File: src/rtl/hwpe_ctrl_job_offloader.sv
// hwpe_ctrl_job_offloader: initiator side of the HWPE control-slave protocol.
// Accepts one job (register image), acquires an HWPE context, programs the
// job registers, writes TRIGGER and waits for completion.
// Optional build macro HWPE_CTRL_OFFLOADER_POLL_EN: completion is detected by
// polling STATUS (0x0C) instead of waiting for evt_i.
//
// Handshakes: the job port transfers when job_valid_i & job_ready_o are high
// at a rising edge. On the peripheral port, periph_req_o with add/wen/data
// stays stable until the cycle periph_gnt_i is high; a read completes on a
// later periph_r_valid_i whose id matches OFFLOADER_ID, a write on its grant.
module hwpe_ctrl_job_offloader #(
  parameter int unsigned          N_REGS        = 16,
  parameter int unsigned          ID_WIDTH      = 8,
  parameter logic [31:0]          REG_BASE_OFFS = 32'h40,
  parameter int unsigned          RETRY_CYCLES  = 16,
  parameter logic [ID_WIDTH-1:0]  OFFLOADER_ID  = '0,
  localparam int unsigned         NB_W          = $clog2(N_REGS + 1)
) (
  input  logic                   clk_i,
  input  logic                   rst_ni,
  input  logic                   clear_i,
  input  logic                   job_valid_i,
  output logic                   job_ready_o,
  input  logic [NB_W-1:0]        job_nb_regs_i,
  input  logic [N_REGS*32-1:0]   job_regs_i,
  output logic [7:0]             job_id_o,
  output logic                   job_done_o,
  output logic                   busy_o,
  input  logic                   evt_i,
  output logic                   periph_req_o,
  input  logic                   periph_gnt_i,
  output logic [31:0]            periph_add_o,
  output logic                   periph_wen_o,
  output logic [3:0]             periph_be_o,
  output logic [31:0]            periph_data_o,
  output logic [ID_WIDTH-1:0]    periph_id_o,
  input  logic [31:0]            periph_r_data_i,
  input  logic                   periph_r_valid_i,
  input  logic [ID_WIDTH-1:0]    periph_r_id_i,
  output logic [3:0]             dbg_state_o
);

  localparam int unsigned IDX_W = (N_REGS > 1) ? $clog2(N_REGS) : 1;
  localparam int unsigned CNT_W = $clog2(RETRY_CYCLES + 1);

  typedef enum logic [3:0] {
    ST_IDLE       = 4'd0,
    ST_ACQ_REQ    = 4'd1,
    ST_ACQ_WAIT   = 4'd2,
    ST_RETRY      = 4'd3,
    ST_PROG       = 4'd4,
    ST_TRIG       = 4'd5,
    ST_RUN        = 4'd6,
    ST_POLL_REQ   = 4'd7,
    ST_POLL_WAIT  = 4'd8,
    ST_POLL_RETRY = 4'd9
  } state_t;

  state_t                    state_q, state_d;
  logic [N_REGS-1:0][31:0]   regs_q;
  logic [NB_W-1:0]           nb_q, nb_d;
  logic [IDX_W-1:0]          k_q, k_d;
  logic [CNT_W-1:0]          cnt_q, cnt_d;
  logic [7:0]                job_id_q, job_id_d;
  logic                      done_q, done_d;
  logic                      clr_pend_q, clr_pend_d;
  logic                      accept;
  logic                      rsp_ok;

  assign job_ready_o   = (state_q == ST_IDLE) && !done_q;
  assign accept        = job_valid_i && job_ready_o;
  assign rsp_ok        = periph_r_valid_i && (periph_r_id_i == OFFLOADER_ID);
  assign busy_o        = (state_q != ST_IDLE);
  assign job_done_o    = done_q;
  assign job_id_o      = job_id_q;
  assign periph_be_o   = 4'hF;
  assign periph_id_o   = OFFLOADER_ID;
  assign dbg_state_o   = state_q;

`ifdef HWPE_CTRL_OFFLOADER_POLL_EN
  logic unused_evt;
  assign unused_evt = evt_i;
`endif

  // State register and datapath registers; the job image is latched on accept.
  always_ff @(posedge clk_i or negedge rst_ni) begin
    if (!rst_ni) begin
      state_q    <= ST_IDLE;
      regs_q     <= '0;
      nb_q       <= '0;
      k_q        <= '0;
      cnt_q      <= '0;
      job_id_q   <= '0;
      done_q     <= 1'b0;
      clr_pend_q <= 1'b0;
    end else begin
      state_q    <= state_d;
      nb_q       <= nb_d;
      k_q        <= k_d;
      cnt_q      <= cnt_d;
      job_id_q   <= job_id_d;
      done_q     <= done_d;
      clr_pend_q <= clr_pend_d;
      if (accept) regs_q <= job_regs_i;
    end
  end

  // Next-state logic and peripheral request outputs.
  always_comb begin
    state_d       = state_q;
    nb_d          = nb_q;
    k_d           = k_q;
    cnt_d         = cnt_q;
    job_id_d      = job_id_q;
    done_d        = 1'b0;
    clr_pend_d    = clr_pend_q;
    periph_req_o  = 1'b0;
    periph_wen_o  = 1'b1;
    periph_add_o  = 32'h0;
    periph_data_o = 32'h0;

    case (state_q)
      ST_IDLE: begin
        clr_pend_d = 1'b0;
        if (accept) begin
          nb_d    = (job_nb_regs_i > NB_W'(N_REGS)) ? NB_W'(N_REGS) : job_nb_regs_i;
          k_d     = '0;
          cnt_d   = '0;
          state_d = ST_ACQ_REQ;
        end
      end
      ST_ACQ_REQ: begin
        periph_req_o = 1'b1;
        periph_add_o = 32'h04;
        if (periph_gnt_i) state_d = ST_ACQ_WAIT;
      end
      ST_ACQ_WAIT: begin
        if (rsp_ok) begin
          if (periph_r_data_i == 32'hFFFF_FFFF) begin
            cnt_d   = '0;
            state_d = ST_RETRY;
          end else begin
            job_id_d = periph_r_data_i[7:0];
            state_d  = (nb_q == '0) ? ST_TRIG : ST_PROG;
          end
        end
      end
      ST_RETRY: begin
        if (cnt_q == CNT_W'(RETRY_CYCLES - 1)) begin
          cnt_d   = '0;
          state_d = ST_ACQ_REQ;
        end else begin
          cnt_d = cnt_q + CNT_W'(1);
        end
      end
      ST_PROG: begin
        periph_req_o  = 1'b1;
        periph_wen_o  = 1'b0;
        periph_add_o  = REG_BASE_OFFS + (32'(k_q) << 2);
        periph_data_o = regs_q[k_q];
        if (periph_gnt_i) begin
          if (NB_W'(k_q) == nb_q - NB_W'(1)) begin
            k_d     = '0;
            state_d = ST_TRIG;
          end else begin
            k_d = k_q + IDX_W'(1);
          end
        end
      end
      ST_TRIG: begin
        periph_req_o = 1'b1;
        periph_wen_o = 1'b0;
        if (periph_gnt_i) state_d = ST_RUN;
      end
`ifdef HWPE_CTRL_OFFLOADER_POLL_EN
      ST_RUN: state_d = ST_POLL_REQ;
      ST_POLL_REQ: begin
        periph_req_o = 1'b1;
        periph_add_o = 32'h0C;
        if (periph_gnt_i) state_d = ST_POLL_WAIT;
      end
      ST_POLL_WAIT: begin
        if (rsp_ok) begin
          if (periph_r_data_i == 32'h0) begin
            done_d  = 1'b1;
            state_d = ST_IDLE;
          end else begin
            cnt_d   = '0;
            state_d = ST_POLL_RETRY;
          end
        end
      end
      ST_POLL_RETRY: begin
        if (cnt_q == CNT_W'(RETRY_CYCLES - 1)) begin
          cnt_d   = '0;
          state_d = ST_POLL_REQ;
        end else begin
          cnt_d = cnt_q + CNT_W'(1);
        end
      end
`else
      // evt_i is only looked at here, so an event left over from a previous
      // job during the TRIGGER grant cannot complete this one.
      ST_RUN: begin
        if (evt_i) begin
          done_d  = 1'b1;
          state_d = ST_IDLE;
        end
      end
`endif
      default: state_d = ST_IDLE;
    endcase

    // Abort: an ungranted request must stay up, so the abort waits for its grant.
    if ((clear_i || clr_pend_q) && (state_q != ST_IDLE)) begin
      if (periph_req_o && !periph_gnt_i) begin
        clr_pend_d = 1'b1;
      end else begin
        state_d    = ST_IDLE;
        done_d     = 1'b0;
        clr_pend_d = 1'b0;
        job_id_d   = job_id_q;
        k_d        = '0;
      end
    end
  end

endmodule

File: config.mk
export PLATFORM = sky130hd
export DESIGN_NAME = hwpe_ctrl_job_offloader
export DESIGN_NICKNAME = d
export VERILOG_FILES = /design/src/rtl/hwpe_ctrl_job_offloader.sv
export SDC_FILE = /design/constraint.sdc
export NUM_CORES = 1
export LEC_CHECK = 0
export CAP_MARGIN = 20
export CORE_AREA = 3 3 253 255
export DETAILED_ROUTE_END_ITERATION = 8
export DIE_AREA = 0 0 256 258
export PLACE_DENSITY_LB_ADDON = 0.2
export SYNTH_ARGS = -nofsm -noshare
export SYNTH_HDL_FRONTEND = slang
export SYNTH_SLANG_ARGS = --single-unit
File: constraint.sdc
create_clock -name clk_i -period 2.9 [get_ports clk_i]
set_clock_uncertainty 0.15 [all_clocks]
set_input_delay 0.29 -clock clk_i [delete_from_list [all_inputs] [get_ports clk_i]]
set_output_delay 0.29 -clock clk_i [all_outputs]
set_load 0.01 [all_outputs]
==> key figures, run 1 <==
Power and ir drop
  • Peak supply drop: ~440 uV
  • Pwr Density: between 500 and 600 nW/um^2
  • Leak pwr: between 0.015 and 0.02 uW

STA
  • Peak Freq: between 200 and 300 MHz
  • Final setup vio count: 32
  • Unrepaired setup endpoints after global routing: yes
  • Max_slew headroom: 0.2203
  • Final worst path period share: 1.171
  • Final worst slack: -496.7 ps
  • Post-route minimum period: roughly 3400 ps
  • Max-slew violations: 0
  • Fin. Hold Viols: 0
  • Least-Margin Pin Slew: 1169 ps

CTS
  • Clk root buf: clkbuf_16
  • H-tree depth: 2
  • TritonCTS clock tree: yes
  • CTS clk-pin slew, worst paths: ~60 ps
  • Clk Latency, worst-skew pair: slightly above 600 ps
  • Num CTS Buffers: between 50 and 60
  • Clock Sinks: 540
  • Clock tree buffer depth: 3

Layout
  • Layout Cells excl Fill: 4118
  • Share of layout cells above drive strength 1: 0.1316
  • Most common cell after layout, fill and taps aside: nand2_1
  • Layout area overhead: 37.93%
  • Final core utilization: 0.5636
  • Final #Nets: 3799
  • Most frequent cells in the layout: nand2_1, clkdlybuf4s50_1, dfrtp_1

Critical path
  • Worst Setup Start Kind: register
  • Critical Path RT: around 2500 ps
  • Start point of the critical path: k_q[0]
  • CP Max Fanout: 6
  • Crit path DAT: just under 3000 ps
  • RR Startpoint: dbg_state_o[1]
  • Critical path type: reg -> out
  • Endpoint type of the worst setup path: output port

Global route
  • Initial antenna violation count: 8
  • GR Util All Layers: 0.2950
  • Vias in the first global route: ~22000
  • First-pass GRT wire length: approximately 140 mm
  • Grt ovf: 0
  • Largest net degree at the start of global routing: 242

Floorplanning
  • Core footprint: around 62000 um^2
  • Standard-cell row count: between 90 and 100
  • Starting density of the core: 0.4086
  • Top Ports: roughly 660
  • Die footprint: ~66000 um^2
  • Die Y: ~260 um
  • Die X: ~260 um

Drt
  • Total Routed Length: a little under 100 mm
  • Vias: approximately 21000
  • 1st-iter DRT viols: approximately 2100
  • Wire length per cell: 23.91 um
  • DRC errors left: 0
  • Final ANT Viol Nets: 0
  • Iteration count of the initial detailed-routing pass: 5
  • Via density: 5.174

Worst hold path
  • Worst min-delay path class: in -> reg
  • Worst hold start: job_regs_i[244]

Flow run
  • Maxcap violations: 0

Synthesis
  • Avg Inst Size Synth: 9.664 um^2
  • Post-Syn Area: 25260 um^2
  • Synthesized flop and latch total: 540
  • Main flop type after synthesis: dfrtp_1
  • Cells after synthesis: approximately 2600
  • Number of flops mapped to enable cells by yosys: 0
  • Yosys cell types: 41
  • Ys async rst share: 1.000
  • Sequential fraction of the synthesis area: 0.5349
  • Synth warnings: 0

Status
  • Failing checks: setup timing
  • Status: complete, but fails checks

Place
  • Routability cong.: around 0.96
  • HPWL Detailed: between 70 and 80 mm
  • Placed cells: around 4000
  • IO Port Bufs: just over 600
-- cell type report --
class	count	area, um^2
well taps	837	1047
inverters	5	20.02
diodes	5	12.51
fillers	5408	26980
clock buffers	84	1679
multi-input cells	1903	10670
clock inverters	19	299.0
repair buffers	725	7595
flip-flops and latches	540	13520
-- stage by stage --
stage	total power (uW)	cell area [um^2]	worst slack (ps)	TNS [ps]	hold WS (ps)
2_1_floorplan	10850	25410	325.0	0	-155.6
3_5_place_dp	12700	32250	-144.5	-2056	174.4
5_1_grt	21220	34840	-559.5	-15650	33.86
3_3_place_gp	12650	32250	-107.4	-1841	168.1
6_report	20380	34850	-496.7	-13510	38.37
4_1_cts	20490	34760	-545.7	-14240	2.866
-- registers in the layout, indices dropped and copies added (netlist names) --
signal	cells
dbg_state_o	4
k_q	4
clr_pend_q	1
job_id_o	8
cnt_q	5
nb_q	5
regs_q	512
job_done_o	1
-- synthesized netlist by cell type (all sizes together), types with 3 or more instances --
cell type	instances	area share
a21oi	6	0.0012
nand3	7	0.0014
nand2	1556	0.23
inv	5	0.00074
buf	170	0.047
o21ai	9	0.0018
clkbuf	34	0.0051
xor2	3	0.0010
nor2	12	0.0018
dfrtp	540	0.53
a21boi	3	0.00089
mux4	160	0.14
nand2b	5	0.0012
nor2b	4	0.00099
nor3	6	0.0012
mux2	8	0.0036
nand4	12	0.0030
xnor2	5	0.0017
a31oi	4	0.00099
and2	35	0.0087
nand3b	4	0.0012
nor4	3	0.00074
ha	3	0.0015
-- cell families after synthesis --
| group | Yosys count | synth area share |
|---|---|---|
| and+or+nand+nor | 1653 | 0.2541 |
| DFF | 540 | 0.5349 |
| buffers and inverters | 209 | 0.05235 |
| muxes | 170 | 0.1470 |
| AOI/OAI and AO/OA | 29 | 0.007082 |
| xor gates and xnor gates | 8 | 0.002774 |
| adders and majority gates | 3 | 0.001486 |
| other | 2 | 0.0002973 |
-- worst max-delay path, cell delays in order (launching register included) --
cell     delay [ps]
dfrtp_4         520
buf_12          150
buf_12          140
buf_12          140
buf_8           120
mux4_2          410
mux4_2          550
and2_4          180
buf_6           120
-- timing repair --
item	in CTS	in global routing
gates resized for setup	214	11
hold endpoints to repair	61	0
endpoints found under the setup margin	37	33
cloned	3	0
pin swaps	8	0
hold buffers	2	0
buffers inserted	26	6
-- per-layer routing --
metal | wire length [um] | track usage | vias to the layer above
met5 | 11 | 0 | -
met1 | 39550 | 0.3877 | 10660
met2 | 47250 | 0.4832 | 960
met3 | 7639 | 0.05992 | 155
met4 | 4031 | 0.1166 | 2
li1 | - | - | 9534
-- worst paths after layout --
kind                                           to  slack, ps  cells past startpoint
worst max-delay path            periph_data_o[11]       -500                      8
worst min-delay path                  regs_q[244]         40                      3
worst max register to register        regs_q[367]        100                      6
worst min register to register        regs_q[234]        320                      2
max in group asynchronous             regs_q[254]       1470                      3
min in group asynchronous              regs_q[29]        130                      2
-- power breakdown --
| part | internal [uW] | switching [uW] |
|---|---|---|
| registers | 8620 | 821 |
| logic | 1630 | 1560 |
| clock network | 4620 | 3130 |
No activity file was read; power rests on OpenSTA's default activity.
==> inputs of run 2 (changes only) <==
--- a/config.mk
+++ b/config.mk
@@ -5,10 +5,12 @@
 export SDC_FILE = /design/constraint.sdc
 export NUM_CORES = 1
 export LEC_CHECK = 0
+export ABC_AREA = 1
 export CAP_MARGIN = 20
-export CORE_AREA = 3 3 253 255
+export CORE_AREA = 3 3 252 254
 export DETAILED_ROUTE_END_ITERATION = 8
-export DIE_AREA = 0 0 256 258
+export DIE_AREA = 0 0 255 257
+export MAX_ROUTING_LAYER = met4
 export PLACE_DENSITY_LB_ADDON = 0.2
 export SYNTH_ARGS = -nofsm -noshare
 export SYNTH_HDL_FRONTEND = slang
==> key figures, run 2 <==
Status
  • Status: complete, but fails checks (unchanged)
  • Failing checks: setup timing (unchanged)

Global route
  • M2 GR Usage: 0.4734 (was 0.4832)
  • Vias in the first global route: 24130 (was 22130)
  • Largest net degree at the start of global routing: 232 (was 242)
  • GRT busiest layer: met2 (unchanged)
  • First-pass GRT wire length: 145.8 mm (was 144.3 mm)
  • Grt ovf: 0 (unchanged)
  • Global routing usage on met3: 0.05721 (was 0.05992)
  • GR Util All Layers: 0.3030 (was 0.2950)
  • Initial antenna violation count: 17 (was 8)
  • Global-route met1 utilization: 0.3916 (was 0.3877)

CTS
  • Clk Latency, worst-skew pair: 600 ps (was 610 ps)
  • Clk root buf: clkbuf_16 (unchanged)
  • TritonCTS clock tree: yes (unchanged)
  • CTS clk-pin slew, worst paths: 60 ps (about the same)
  • Num CTS Buffers: 58 (was 57)
  • Clock Sinks: 540 (unchanged)
  • Clock tree buffer depth: 3 (unchanged)
  • H-tree depth: 2 (unchanged)

Synthesis
  • Avg Inst Size Synth: 7.654 um^2 (was 9.664 um^2)
  • Most area-hungry cell type in the Yosys netlist: dfrtp_1 (unchanged)
  • Ys async rst share: 1.000 (unchanged)
  • Cells after synthesis: 3340 (was 2614)
  • Synth warnings: 0 (unchanged)
  • Post-Syn Area: 25570 um^2 (was 25260 um^2)
  • Sequential fraction of the synthesis area: 0.5286 (was 0.5349)
  • Number of flops mapped to enable cells by yosys: 0 (unchanged)
  • Main area contributors after synthesis: dfrtp_1, nand2_1, o21ai_0 (was dfrtp_1, nand2_1, mux4_2)
  • Count leader, synth: nand2_1 (unchanged)
  • Synth top area share: 0.5286 (was 0.5349)
  • Main flop type after synthesis: dfrtp_1 (unchanged)
  • Yosys cell types: 29 (was 41)
  • Synthesized flop and latch total: 540 (unchanged)
  • Most frequent cells after synthesis: nand2_1, dfrtp_1, o21ai_0, nor2_1, buf_2 (was nand2_1, dfrtp_1, mux4_2, buf_2, buf_4)

Critical path
  • Worst Setup Start Kind: register (unchanged)
  • Critical path type: reg -> out (unchanged)
  • Endpoint type of the worst setup path: output port (unchanged)
  • Critical Path RT: 2460 ps (about the same)
  • Crit path DAT: 2500 ps (was 2960 ps)
  • CP Max Fanout: 13 (was 6)

Floorplanning
  • Standard-cell row count: 91 (unchanged)
  • Top Ports: 657 (unchanged)
  • Starting density of the core: 0.4158 (was 0.4086)
  • Core footprint: 61480 um^2 (was 61830 um^2)
  • Die Y: 257 um (was 258 um)
  • Die footprint: 65540 um^2 (was 66050 um^2)
  • Die X: 255 um (was 256 um)

Drt
  • Iteration count of the initial detailed-routing pass: 6 (was 5)
  • Wire length per cell: 20.97 um (was 23.91 um)
  • Total Routed Length: 100.4 mm (was 98.48 mm)
  • 1st-iter DRT viols: 2499 (was 2113)
  • DRC errors left: 0 (unchanged)
  • Via density: 5.246 (was 5.174)
  • Final ANT Viol Nets: 0 (unchanged)
  • Vias: 25110 (was 21310)

STA
  • Post-route minimum period: 2935 ps (was 3397 ps)
  • Final setup vio count: 1 (was 32)
  • Final worst path period share: 1.012 (was 1.171)
  • Max_slew headroom: 0.2013 (was 0.2203)
  • Unrepaired setup endpoints after global routing: yes (unchanged)
  • Peak Freq: 340.7 MHz (was 294.4 MHz)
  • Setup TNS: -35.04 ps (was -13510 ps)
  • Fin. Hold Viols: 0 (unchanged)
  • Least-Margin Pin Slew: 1198 ps (was 1169 ps)
  • Final worst slack: -35.04 ps (was -496.7 ps)
  • Max-slew violations: 0 (unchanged)

Place
  • Routability cong.: 0.8914 (was 0.9572)
  • Placed cells: 4622 (was 3975)
  • IO Port Bufs: 617 (unchanged)
  • HPWL Detailed: 69.74 mm (was 75.88 mm)
  • Pre-CTS setup slack: 18.76 ps (was -144.5 ps)

Layout
  • Layout area overhead: 41.79% (was 37.93%)
  • Most common cell after layout, fill and taps aside: nand2_1 (unchanged)
  • Reg with most FFs: regs_q (unchanged)
  • Max reg flops: 512 (unchanged)
  • Fillers: 5569 (was 5408)
  • Most frequent cells in the layout: nand2_1, clkdlybuf4s50_1, dfrtp_1 (unchanged)
  • Layout Cells excl Fill: 4786 (was 4118)
  • Final #Nets: 4503 (was 3799)
  • Share of layout cells above drive strength 1: 0.09847 (was 0.1316)

Power and ir drop
  • Peak supply drop: 397.2 uV (was 438.3 uV)
  • Pwr Density: 555.9 nW/um^2 (was 584.9 nW/um^2)
  • Leak pwr: 0.01758 uW (was 0.01672 uW)

Flow run
  • Maxcap violations: 0 (unchanged)

Worst hold path
  • Worst min-delay path class: in -> reg (unchanged)
-- run 2: cell count changes after synthesis, sizes merged, moves of 60 or more --
cell,before,now
mux4,160,0
nand2,1556,1616
nand3,7,78
nor2,12,273
inv,5,72
o21ai,9,322
o221ai,2,92
-- run 2: cells by family (layout without fill, tap and decap cells) --
group           Yosys count  count (layout)  share of synthesized area
compound gates          484             484                     0.1105
xor+xnor                  4               4                   0.001371
fa+ha+maj                 3               3                   0.001468
buf+inv                 333             936                    0.06279
flops                   540             540                     0.5286
other cells               2              55                  0.0002938
simple gates           1974            1974                     0.2951
-- run 2: area by class of cell --
class	instances	area (um^2)	share of cell area
antenna	15	37.54	0.001035
clock buffer	85	1737	0.04791
clock inverter	20	235.2	0.006489
inverter	72	302.8	0.008353
multi-input combinational	2505	11140	0.3072
sequential	540	13520	0.3731
tap	790	988.4	0.02727
timing repair buffer	755	8210	0.2265
timing repair inverter	4	78.83	0.002175
-- run 2: path summary, 6_finish.rpt --
check	startpoint	to	slack, ps	cells after the start
max	k_q[0]	periph_data_o[10]	-40	9
min	job_regs_i[373]	regs_q[373]	60	3
max reg2reg	dbg_state_o[3]	regs_q[310]	540	7
min reg2reg	regs_q[66]	regs_q[66]	330	2
max in group asynchronous	rst_ni	regs_q[126]	1580	4
min in group asynchronous	rst_ni	job_id_o[5]	100	2
-- run 2: routing by layer --
metal	up-vias	wire, um
met3	180	8458
met5	-	0
li1	11780	-
met2	1169	47700
met4	0	3682
met1	11970	40520
-- run 2: report_power, final --
group / total, uW / switching [uW] / leakage (uW) / internal [uW]
Clock: 7680 / 3110 / 0.000967 / 4570
Combinational: 3050 / 1600 / 0.00991 / 1450
Sequential: 9420 / 726 / 0.00671 / 8690
-- run 2: repair_timing --
action,in CTS,in global routing
endpoints found under the setup margin,38,33
gates resized for setup,275,103
hold endpoints to repair,225,0
pin swaps,72,68
gates cloned,16,9
buffers inserted,19,1
hold buffers,1,0
-- run 2: worst max-delay path: stages (launching register included) --
cell             delay, ps
dfrtp_4                500
buf_12                 170
buf_4                  150
buf_16                 150
buf_4                  160
nor2_1                 120
o221ai_2               160
nand3_1                160
nand2_2                 80
clkdlybuf4s15_2        230
-- run 2: stage by stage --
step	cell area [um^2]	total power [uW]	utilization	hold slack (ps)
3_3_place_gp	32830	12430	0.5339	157.1
4_1_cts	35780	20210	0.5819	20.71
3_5_place_dp	32830	12470	0.5339	148.9
2_1_floorplan	25710	10820	-	-155.6
5_1_grt	36250	21060	0.5896	46.01
6_report	36250	20150	0.5896	56.87
